==> src/rtl/tmr_multi_ch_if.sv <==
// Register-bus interface for tmr_multi_ch.
//   i_wren   : write strobe, one write per cycle
//   i_addr   : [ADDR_W-1:3] channel, [2:0] register
//   i_datain : write data
//   o_rdata  : combinational read data for i_addr
// master = bus host side, slave = timer side.
interface tmr_multi_ch_if #(
  parameter int CNT_W  = 16,
  parameter int ADDR_W = 6
);
  logic              i_wren;
  logic [ADDR_W-1:0] i_addr;
  logic [CNT_W-1:0]  i_datain;
  logic [CNT_W-1:0]  o_rdata;

  modport master (output i_wren, i_addr, i_datain, input  o_rdata);
  modport slave  (input  i_wren, i_addr, i_datain, output o_rdata);
endinterface

==> src/rtl/tmr_multi_ch.sv <==
// Multi-channel timer: NUM_CH up-counters with a shared prescaler,
// external-clock and cascade sources, two compares, waveform out, level irq.
// Ports:
//   i_clk_sys : system clock (rising edge)
//   i_rst_n   : synchronous active-low reset
//   bus       : register bus (tmr_multi_ch_if.slave)
//   i_tmci    : asynchronous external count inputs, one per channel
//   o_tmo     : waveform outputs
//   o_irq     : registered level interrupts
module tmr_multi_ch #(
  parameter int NUM_CH = 4,
  parameter int CNT_W  = 16,
  parameter int ADDR_W = 6
) (
  input  logic              i_clk_sys,
  input  logic              i_rst_n,
  tmr_multi_ch_if.slave     bus,
  input  logic [NUM_CH-1:0] i_tmci,
  output logic [NUM_CH-1:0] o_tmo,
  output logic [NUM_CH-1:0] o_irq
);
  localparam int CH_W = ADDR_W - 3;

  logic [12:0]       r_presc;
  logic [NUM_CH-1:0] w_ovf_pulse;
  logic [CNT_W-1:0]  w_rd_ch [NUM_CH];
  logic [CH_W-1:0]   w_ch;
  logic [2:0]        w_reg;

  assign w_ch  = bus.i_addr[ADDR_W-1:3];
  assign w_reg = bus.i_addr[2:0];

  function automatic logic os_act(input logic [1:0] os, input logic cur);
    case (os)
      2'b01:   os_act = 1'b0;
      2'b10:   os_act = 1'b1;
      2'b11:   os_act = ~cur;
      default: os_act = cur;
    endcase
  endfunction

  always_ff @(posedge i_clk_sys) begin
    if (!i_rst_n) r_presc <= '0;
    else          r_presc <= r_presc + 13'd1;
  end

  // Unmapped channel indices fall through to zero.
  always_comb begin
    bus.o_rdata = '0;
    for (int unsigned c = 0; c < NUM_CH; c++)
      if (w_ch == CH_W'(c)) bus.o_rdata = w_rd_ch[c];
  end

  for (genvar c = 0; c < NUM_CH; c++) begin : g_ch
    logic [CNT_W-1:0] r_tcnt, r_tcora, r_tcorb;
    logic [12:0]      r_tcr;
    logic             r_cmfa, r_cmfb, r_ovf, r_tmo, r_irq, r_ovf_pulse;
    logic [2:0]       r_sync;  // [0],[1] synchroniser, [2] previous [1] for edge detect
    logic             w_sel, w_wr_tcnt, w_wr_tcora, w_wr_tcorb, w_wr_tcr, w_wr_tcsr;
    logic             w_casc, w_tick, w_eval, w_match_a, w_match_b, w_clr;
    logic             w_cmfa_set, w_cmfb_set, w_ovf_set, w_tmo_nxt;
    logic [CNT_W-1:0] w_tcnt_nxt, w_rd;
    logic [12:0]      w_tcr_nxt;

    assign w_sel      = bus.i_wren && (w_ch == CH_W'(c));
    assign w_wr_tcnt  = w_sel && (w_reg == 3'd0);
    assign w_wr_tcora = w_sel && (w_reg == 3'd1);
    assign w_wr_tcorb = w_sel && (w_reg == 3'd2);
    assign w_wr_tcr   = w_sel && (w_reg == 3'd3);
    assign w_wr_tcsr  = w_sel && (w_reg == 3'd4);

    if (c == 0) begin : g_casc0
      assign w_casc = 1'b0;
    end else begin : g_casc
      assign w_casc = w_ovf_pulse[c-1];
    end

    always_comb begin
      w_tick = 1'b0;
      case (r_tcr[2:0])
        3'd1: w_tick = r_presc[0];
        3'd2: w_tick = &r_presc[2:0];
        3'd3: w_tick = &r_presc[5:0];
        3'd4: w_tick = &r_presc[9:0];
        3'd5: w_tick = &r_presc;
        3'd6: w_tick = r_sync[1] & ~r_sync[2];
        3'd7: w_tick = w_casc;
        default: w_tick = 1'b0;
      endcase
    end

    // A TCNT write suppresses the whole tick, including match evaluation.
    always_comb begin
      w_match_a  = (r_tcnt == r_tcora);
      w_match_b  = (r_tcnt == r_tcorb);
      w_eval     = w_tick && !w_wr_tcnt;
      w_clr      = ((r_tcr[4:3] == 2'b01) && w_match_a) ||
                   ((r_tcr[4:3] == 2'b10) && w_match_b) ||
                   (r_tcr[5] && w_match_a);
      w_tcnt_nxt = r_tcnt;
      w_tcr_nxt  = r_tcr;
      w_tmo_nxt  = r_tmo;
      w_cmfa_set = 1'b0;
      w_cmfb_set = 1'b0;
      w_ovf_set  = 1'b0;
      if (w_eval) begin
        w_tcnt_nxt = w_clr ? '0 : r_tcnt + CNT_W'(1);
        w_ovf_set  = !w_clr && (&r_tcnt);
        w_cmfa_set = w_match_a;
        w_cmfb_set = w_match_b;
        if (r_tcr[5] && w_match_a) w_tcr_nxt[2:0] = 3'b000;
        if (w_match_b && (r_tcr[12:11] != 2'b00)) w_tmo_nxt = os_act(r_tcr[12:11], r_tmo);
        else if (w_match_a)                       w_tmo_nxt = os_act(r_tcr[10:9], r_tmo);
      end
      if (w_wr_tcnt) w_tcnt_nxt = bus.i_datain;
      if (w_wr_tcr)  w_tcr_nxt  = bus.i_datain[12:0];
    end

    always_ff @(posedge i_clk_sys) begin
      if (!i_rst_n) begin
        r_tcnt      <= '0;
        r_tcora     <= '1;
        r_tcorb     <= '1;
        r_tcr       <= '0;
        r_cmfa      <= 1'b0;
        r_cmfb      <= 1'b0;
        r_ovf       <= 1'b0;
        r_tmo       <= 1'b0;
        r_irq       <= 1'b0;
        r_ovf_pulse <= 1'b0;
        r_sync      <= '0;
      end else begin
        r_tcnt <= w_tcnt_nxt;
        if (w_wr_tcora) r_tcora <= bus.i_datain;
        if (w_wr_tcorb) r_tcorb <= bus.i_datain;
        r_tcr       <= w_tcr_nxt;
        // W1C with hardware set taking priority
        r_cmfa      <= w_cmfa_set | (r_cmfa & ~(w_wr_tcsr & bus.i_datain[0]));
        r_cmfb      <= w_cmfb_set | (r_cmfb & ~(w_wr_tcsr & bus.i_datain[1]));
        r_ovf       <= w_ovf_set  | (r_ovf  & ~(w_wr_tcsr & bus.i_datain[2]));
        r_tmo       <= w_tmo_nxt;
        r_irq       <= (r_cmfa & r_tcr[6]) | (r_cmfb & r_tcr[7]) | (r_ovf & r_tcr[8]);
        r_ovf_pulse <= w_ovf_set;
        r_sync      <= {r_sync[1:0], i_tmci[c]};
      end
    end

    always_comb begin
      w_rd = '0;
      case (w_reg)
        3'd0:    w_rd = r_tcnt;
        3'd1:    w_rd = r_tcora;
        3'd2:    w_rd = r_tcorb;
        3'd3:    w_rd = CNT_W'(r_tcr);
        3'd4:    w_rd = CNT_W'({r_tmo, r_ovf, r_cmfb, r_cmfa});
        default: w_rd = '0;
      endcase
    end

    assign w_rd_ch[c]     = w_rd;
    assign w_ovf_pulse[c] = r_ovf_pulse;
    assign o_tmo[c]       = r_tmo;
    assign o_irq[c]       = r_irq;
  end
endmodule

==> src/flat_wrapper.sv <==
// flat-port wrapper written by rule: the top's interface ports become plain ports
module tmr_multi_ch_flat 
#(
  parameter int NUM_CH = 4,
  parameter int CNT_W  = 16,
  parameter int ADDR_W = 6
)
  (i_clk_sys, i_rst_n, i_tmci, o_tmo, o_irq, bus_i_wren, bus_i_addr, bus_i_datain, bus_o_rdata);
  tmr_multi_ch_if #(.CNT_W(CNT_W), .ADDR_W(ADDR_W)) bus_i ();
  input  logic i_clk_sys;
  input  logic i_rst_n;
  input  logic [NUM_CH-1:0] i_tmci;
  output logic [NUM_CH-1:0] o_tmo;
  output logic [NUM_CH-1:0] o_irq;
  input wire logic [$bits(bus_i.i_wren)-1:0] bus_i_wren;
  input wire logic [$bits(bus_i.i_addr)-1:0] bus_i_addr;
  input wire logic [$bits(bus_i.i_datain)-1:0] bus_i_datain;
  output wire logic [$bits(bus_i.o_rdata)-1:0] bus_o_rdata;
  assign bus_i.i_wren = bus_i_wren;
  assign bus_i.i_addr = bus_i_addr;
  assign bus_i.i_datain = bus_i_datain;
  assign bus_o_rdata = bus_i.o_rdata;
  tmr_multi_ch #(.NUM_CH(NUM_CH), .CNT_W(CNT_W), .ADDR_W(ADDR_W)) u_core (.i_clk_sys(i_clk_sys), .i_rst_n(i_rst_n), .bus(bus_i), .i_tmci(i_tmci), .o_tmo(o_tmo), .o_irq(o_irq));
endmodule
==> config.mk <==
export PLATFORM = sky130hd
export DESIGN_NAME = tmr_multi_ch_flat
export DESIGN_NICKNAME = d
export VERILOG_FILES = /design/src/rtl/tmr_multi_ch_if.sv /design/src/rtl/tmr_multi_ch.sv /design/src/flat_wrapper.sv
export SDC_FILE = /design/constraint.sdc
export NUM_CORES = 1
export LEC_CHECK = 0
export BUFFER_PORTS_ARGS = -buffer_cell sky130_fd_sc_hd__clkbuf_2
export CORE_MARGIN = 5
export CORE_UTILIZATION = 25
export CTS_CLUSTER_DIAMETER = 40
export CTS_CLUSTER_SIZE = 24
export DETAILED_ROUTE_END_ITERATION = 12
export GPL_TIMING_DRIVEN = 0
export HOLD_SLACK_MARGIN = 0.15
export PLACE_DENSITY_LB_ADDON = 0.2
export SETUP_SLACK_MARGIN = 0.1
export SLEW_MARGIN = 25
export SYNTH_ARGS = -nofsm -noshare
export SYNTH_HDL_FRONTEND = slang
export SYNTH_SLANG_ARGS = --single-unit
==> constraint.sdc <==
create_clock -name i_clk_sys -period 6.21 [get_ports i_clk_sys]
set_input_delay 0.9315 -clock i_clk_sys [delete_from_list [all_inputs] [get_ports i_clk_sys]]
set_output_delay 0.9315 -clock i_clk_sys [all_outputs]
set_load 0.02 [all_outputs]
==> results.toml <==
[job]
max_cap_viol_count = 0

[place]
detailed_place_hpwl_um = 64400
place.port_buffers = 49
place_congestion = 0.990

[clock_network]
cts_inserted_buffers = 66
clk_root_buffer_cell = "sky130_fd_sc_hd__clkbuf_16"
cts_setup_buffers = 0
cts_clock_pin_slew_for_the_worst_setup_and_hold_paths_ns = 0.05
cts-htree-levels = 3
hold_buffers = 0
tritoncts = "done"
post_cts_resized = 0
cts.path.max_buffers = 3
clock_insertion_delay_worst_skew_ns = 0.60
clock-sinks = 292

[timing]
fmaxAchievable_mhz = 185
worst-slew-pin-transition_ns = 1.19
final_period_minus_worst_setup_slack_ns = 5.42
timing_hold_violations_final = 0
period_share_pct = 87.2
fin_worst_skew_ns = 0.0267
finalSetupViolCount = 0
final.setup.tns_ns = 0
grt_setup_unrepaired = "no"
worst_hold_slack_ns = 0.429
max-slew-margin-rel_pct = 20.9
report.final.slew_viol_count = 0

[setup_path]
endpoint = "bus_o_rdata[3]"
timing.critical_path.from_type = "input port"
worstRegToRegCells = 8
arrival_ns = 4.48
regToRegStartpoint = "u_core.r_presc[1]"
cp.required_ns = 5.28
rrSetupSlack_ns = 3.21
timing.critical_path.from = "bus_i_addr[2]"
critPathMaxFanout = 10
worstSetupEndpointType = "output port"
critical_path.reg2reg.endpoint = "u_core.g_ch[1].r_tcr[0]"
timing_worst_setup_path_type = "input port to output port"

[layout]
layout.filler_cells = 7217
finalCoreUtilization_pct = 30.7
layout-area-overhead-vs-synth_pct = 22.2
nNetsFinal = 2320
drive_gt1_share_pct = 11.5

[grt]
grt_start_max_net_pins = 13
grtUsageTotal_pct = 23.7
grt_first_pass_wirelength_um = 125000
grt_antenna_before_repair = 13
overflow = 0
grt_pass1_vias = 17200

[power_and_ir_drop]
total_switching_power_mw = 1.64
power.combinational.fraction_pct = 9.0
p_leak_nw = 7.91
irDropWorstVdd_mv = 0.179
internal-power_mw = 4.57
pwr-share-seq_pct = 31.0
p_per_area_mw_per_mm2 = 303
switching_share_pct = 26.4
clock_power_share_pct = 60.0

[yosys]
netlist_instances = 2162
edff_count_synth = 0
synth.cell_area_mm2 = 0.0168
ys.warnings.count = 0
mappedNetlistNets = 2203
synthArstFlopShare_pct = 0
yosys_register_bits = 292
sequential_fraction_of_the_synthesis_area_pct = 34.9
synthesis.area_per_instance_um2 = 7.75
synthDistinctLibCells = 82
synth_top_flop_cell = "sky130_fd_sc_hd__dfxtp_1"

[route]
vias = 18400
detailedRoute.firstPassIterationCount = 6
finalWirelength_um = 88600
routedWlPerCell_um = 27.6
drtIter0Drc = 2330
drcViolationCount = 0
avgViaCountPerCell = 5.72
ant_nets = 0

[floorplanning]
design.portCount = 53
floorplan.initialDensity_pct = 25.1
die_height_um = 269
fp-row-count = 95
floorplan.core_area_mm2 = 0.0668
die_w_um = 269
die_area_mm2 = 0.0723

[hold_path]
hp-class = "flop to flop"

[run_status]
outcome = "finished, final reports clean"
-- power groups by stage --
| stage | clock (mW) | sequential [mW] | combinational, mW |
|---|---|---|---|
| 6_report | 3.73 | 1.93 | 0.557 |
| 2_1_floorplan | 0 | 1.96 | 0.291 |
| 3_5_place_dp | 0 | 1.96 | 0.536 |
| 3_3_place_gp | 0 | 1.96 | 0.534 |
| 5_1_grt | 3.86 | 1.93 | 0.571 |
| 4_1_cts | 3.77 | 1.93 | 0.538 |
-- cells by family (layout without fill, tap and decap cells) --
family,after synthesis,count (layout),share of synthesized area (%)
buf+inv,255,424,6.42
flops,292,292,34.9
fa+ha+maj,12,12,0.896
other cells,0,4,0
compound gates,523,523,20.9
xor+xnor,141,141,7.37
simple gates,870,870,25.0
mux,69,69,4.60
-- worst max-delay path: stages --
cell,delay [ns]
sky130_fd_sc_hd__clkbuf_2,0.16
sky130_fd_sc_hd__clkbuf_1,0.39
sky130_fd_sc_hd__nor2b_1,0.62
sky130_fd_sc_hd__clkbuf_1,0.75
sky130_fd_sc_hd__a21oi_1,0.18
sky130_fd_sc_hd__o21ai_0,0.33
sky130_fd_sc_hd__o21ai_0,0.23
sky130_fd_sc_hd__a221oi_1,0.60
sky130_fd_sc_hd__clkbuf_2,0.28
-- metrics by stage --
stage,area [um^2],total power [mW],instances,worst slack [ns]
after floorplan,16800,2.25,2162,2.13
after global placement,18100,2.50,3084,1.11
after detailed placement,18100,2.50,3084,1.10
after CTS,20500,6.23,3204,1.10
after global routing,20500,6.36,3204,0.960
final,20500,6.21,3208,0.794
-- cell usage in the layout (no fill, tap or decap), drive strengths merged, types with 10 or more instances in the layout --
| master | count |
|---|---|
| nand4 | 42 |
| a22oi | 66 |
| ha | 12 |
| a21oi | 116 |
| a221oi | 32 |
| nand3 | 187 |
| xnor2 | 102 |
| o21ai | 104 |
| o211ai | 29 |
| inv | 45 |
| nor3 | 35 |
| nor2 | 121 |
| xor2 | 39 |
| dfxtp | 292 |
| clkbuf | 272 |
| mux2 | 14 |
| bufinv | 11 |
| nand4b | 14 |
| a211oi | 12 |
| and2 | 24 |
| nor4 | 21 |
| o31ai | 10 |
| nand2 | 340 |
| mux2i | 50 |
| clkinv | 16 |
| and3 | 20 |
| buf | 73 |
| a2111oi | 10 |
| a31oi | 41 |
-- worst min path at each step --
stage,slack [ns],from,cells past startpoint,endpoint
6_report,0.43,u_core.g_ch[3].r_sync[0],1,u_core.g_ch[3].r_sync[1]
5_1_grt,0.44,u_core.g_ch[2].r_sync[0],1,u_core.g_ch[2].r_sync[1]
4_1_cts,0.44,u_core.g_ch[2].r_sync[0],1,u_core.g_ch[2].r_sync[1]
3_5_place_dp,0.42,u_core.g_ch[2].r_sync[0],1,u_core.g_ch[2].r_sync[1]
3_3_place_gp,0.42,u_core.g_ch[2].r_sync[0],1,u_core.g_ch[2].r_sync[1]
2_1_floorplan,0.41,u_core.g_ch[0].r_sync[0],1,u_core.g_ch[0].r_sync[1]
-- cell usage after synthesis, types with 40 or more instances --
cell	number	area, um^2
sky130_fd_sc_hd__nor2_1	121	454
sky130_fd_sc_hd__inv_1	40	150
sky130_fd_sc_hd__buf_2	52	260
sky130_fd_sc_hd__nand2_1	340	1280
sky130_fd_sc_hd__a21oi_1	116	581
sky130_fd_sc_hd__nand3_1	186	931
sky130_fd_sc_hd__o21ai_0	94	470
sky130_fd_sc_hd__nand4_1	41	257
sky130_fd_sc_hd__xnor2_1	102	893
sky130_fd_sc_hd__clkbuf_1	140	526
sky130_fd_sc_hd__mux2i_1	50	500
sky130_fd_sc_hd__dfxtp_1	292	5850
sky130_fd_sc_hd__a22oi_1	66	495
sky130_fd_sc_hd__a31oi_1	41	257
-- sequential cells by signal, indices dropped and copies added (netlist names) --
name,count
u_core.g_ch.r_tcora,64
u_core.g_ch.r_ovf,4
u_core.g_ch.r_cmfb,4
u_core.g_ch.r_tcorb,64
u_core.g_ch.r_ovf_pulse,3
u_core.g_ch.r_tcr,52
u_core.g_ch.r_tcnt,64
u_core.r_presc,13
u_core.g_ch.r_irq,4
u_core.g_ch.r_cmfa,4
u_core.g_ch.r_sync,12
u_core.g_ch.r_tmo,4
-- final cells by class --
cell class                      count  area, um^2  share of cell area, %
Clock inverter                     38         561                   2.74
Timing Repair Buffer               49         245                   1.20
Clock buffer                       82        1790                   8.75
Sequential cell                   292        5850                   28.5
Multi-Input combinational cell   1615        9860                   48.1
Buffer                            214         932                   4.55
Tap cell                          873        1090                   5.33
Inverter                           41         154                  0.751
Antenna cell                        4        10.0                 0.0489
-- metal layers --
metal	part of all wire [%]	GRT usage [%]	up-vias	wire length [um]
li1	-	-	8049	-
met1	43	32.4	8998	38000
met2	42	35.4	1051	37300
met3	9.1	4.99	246	8060
met4	5.9	11.7	10	5250
met5	0.067	0	-	59
Power figures use the tool's default switching activity.
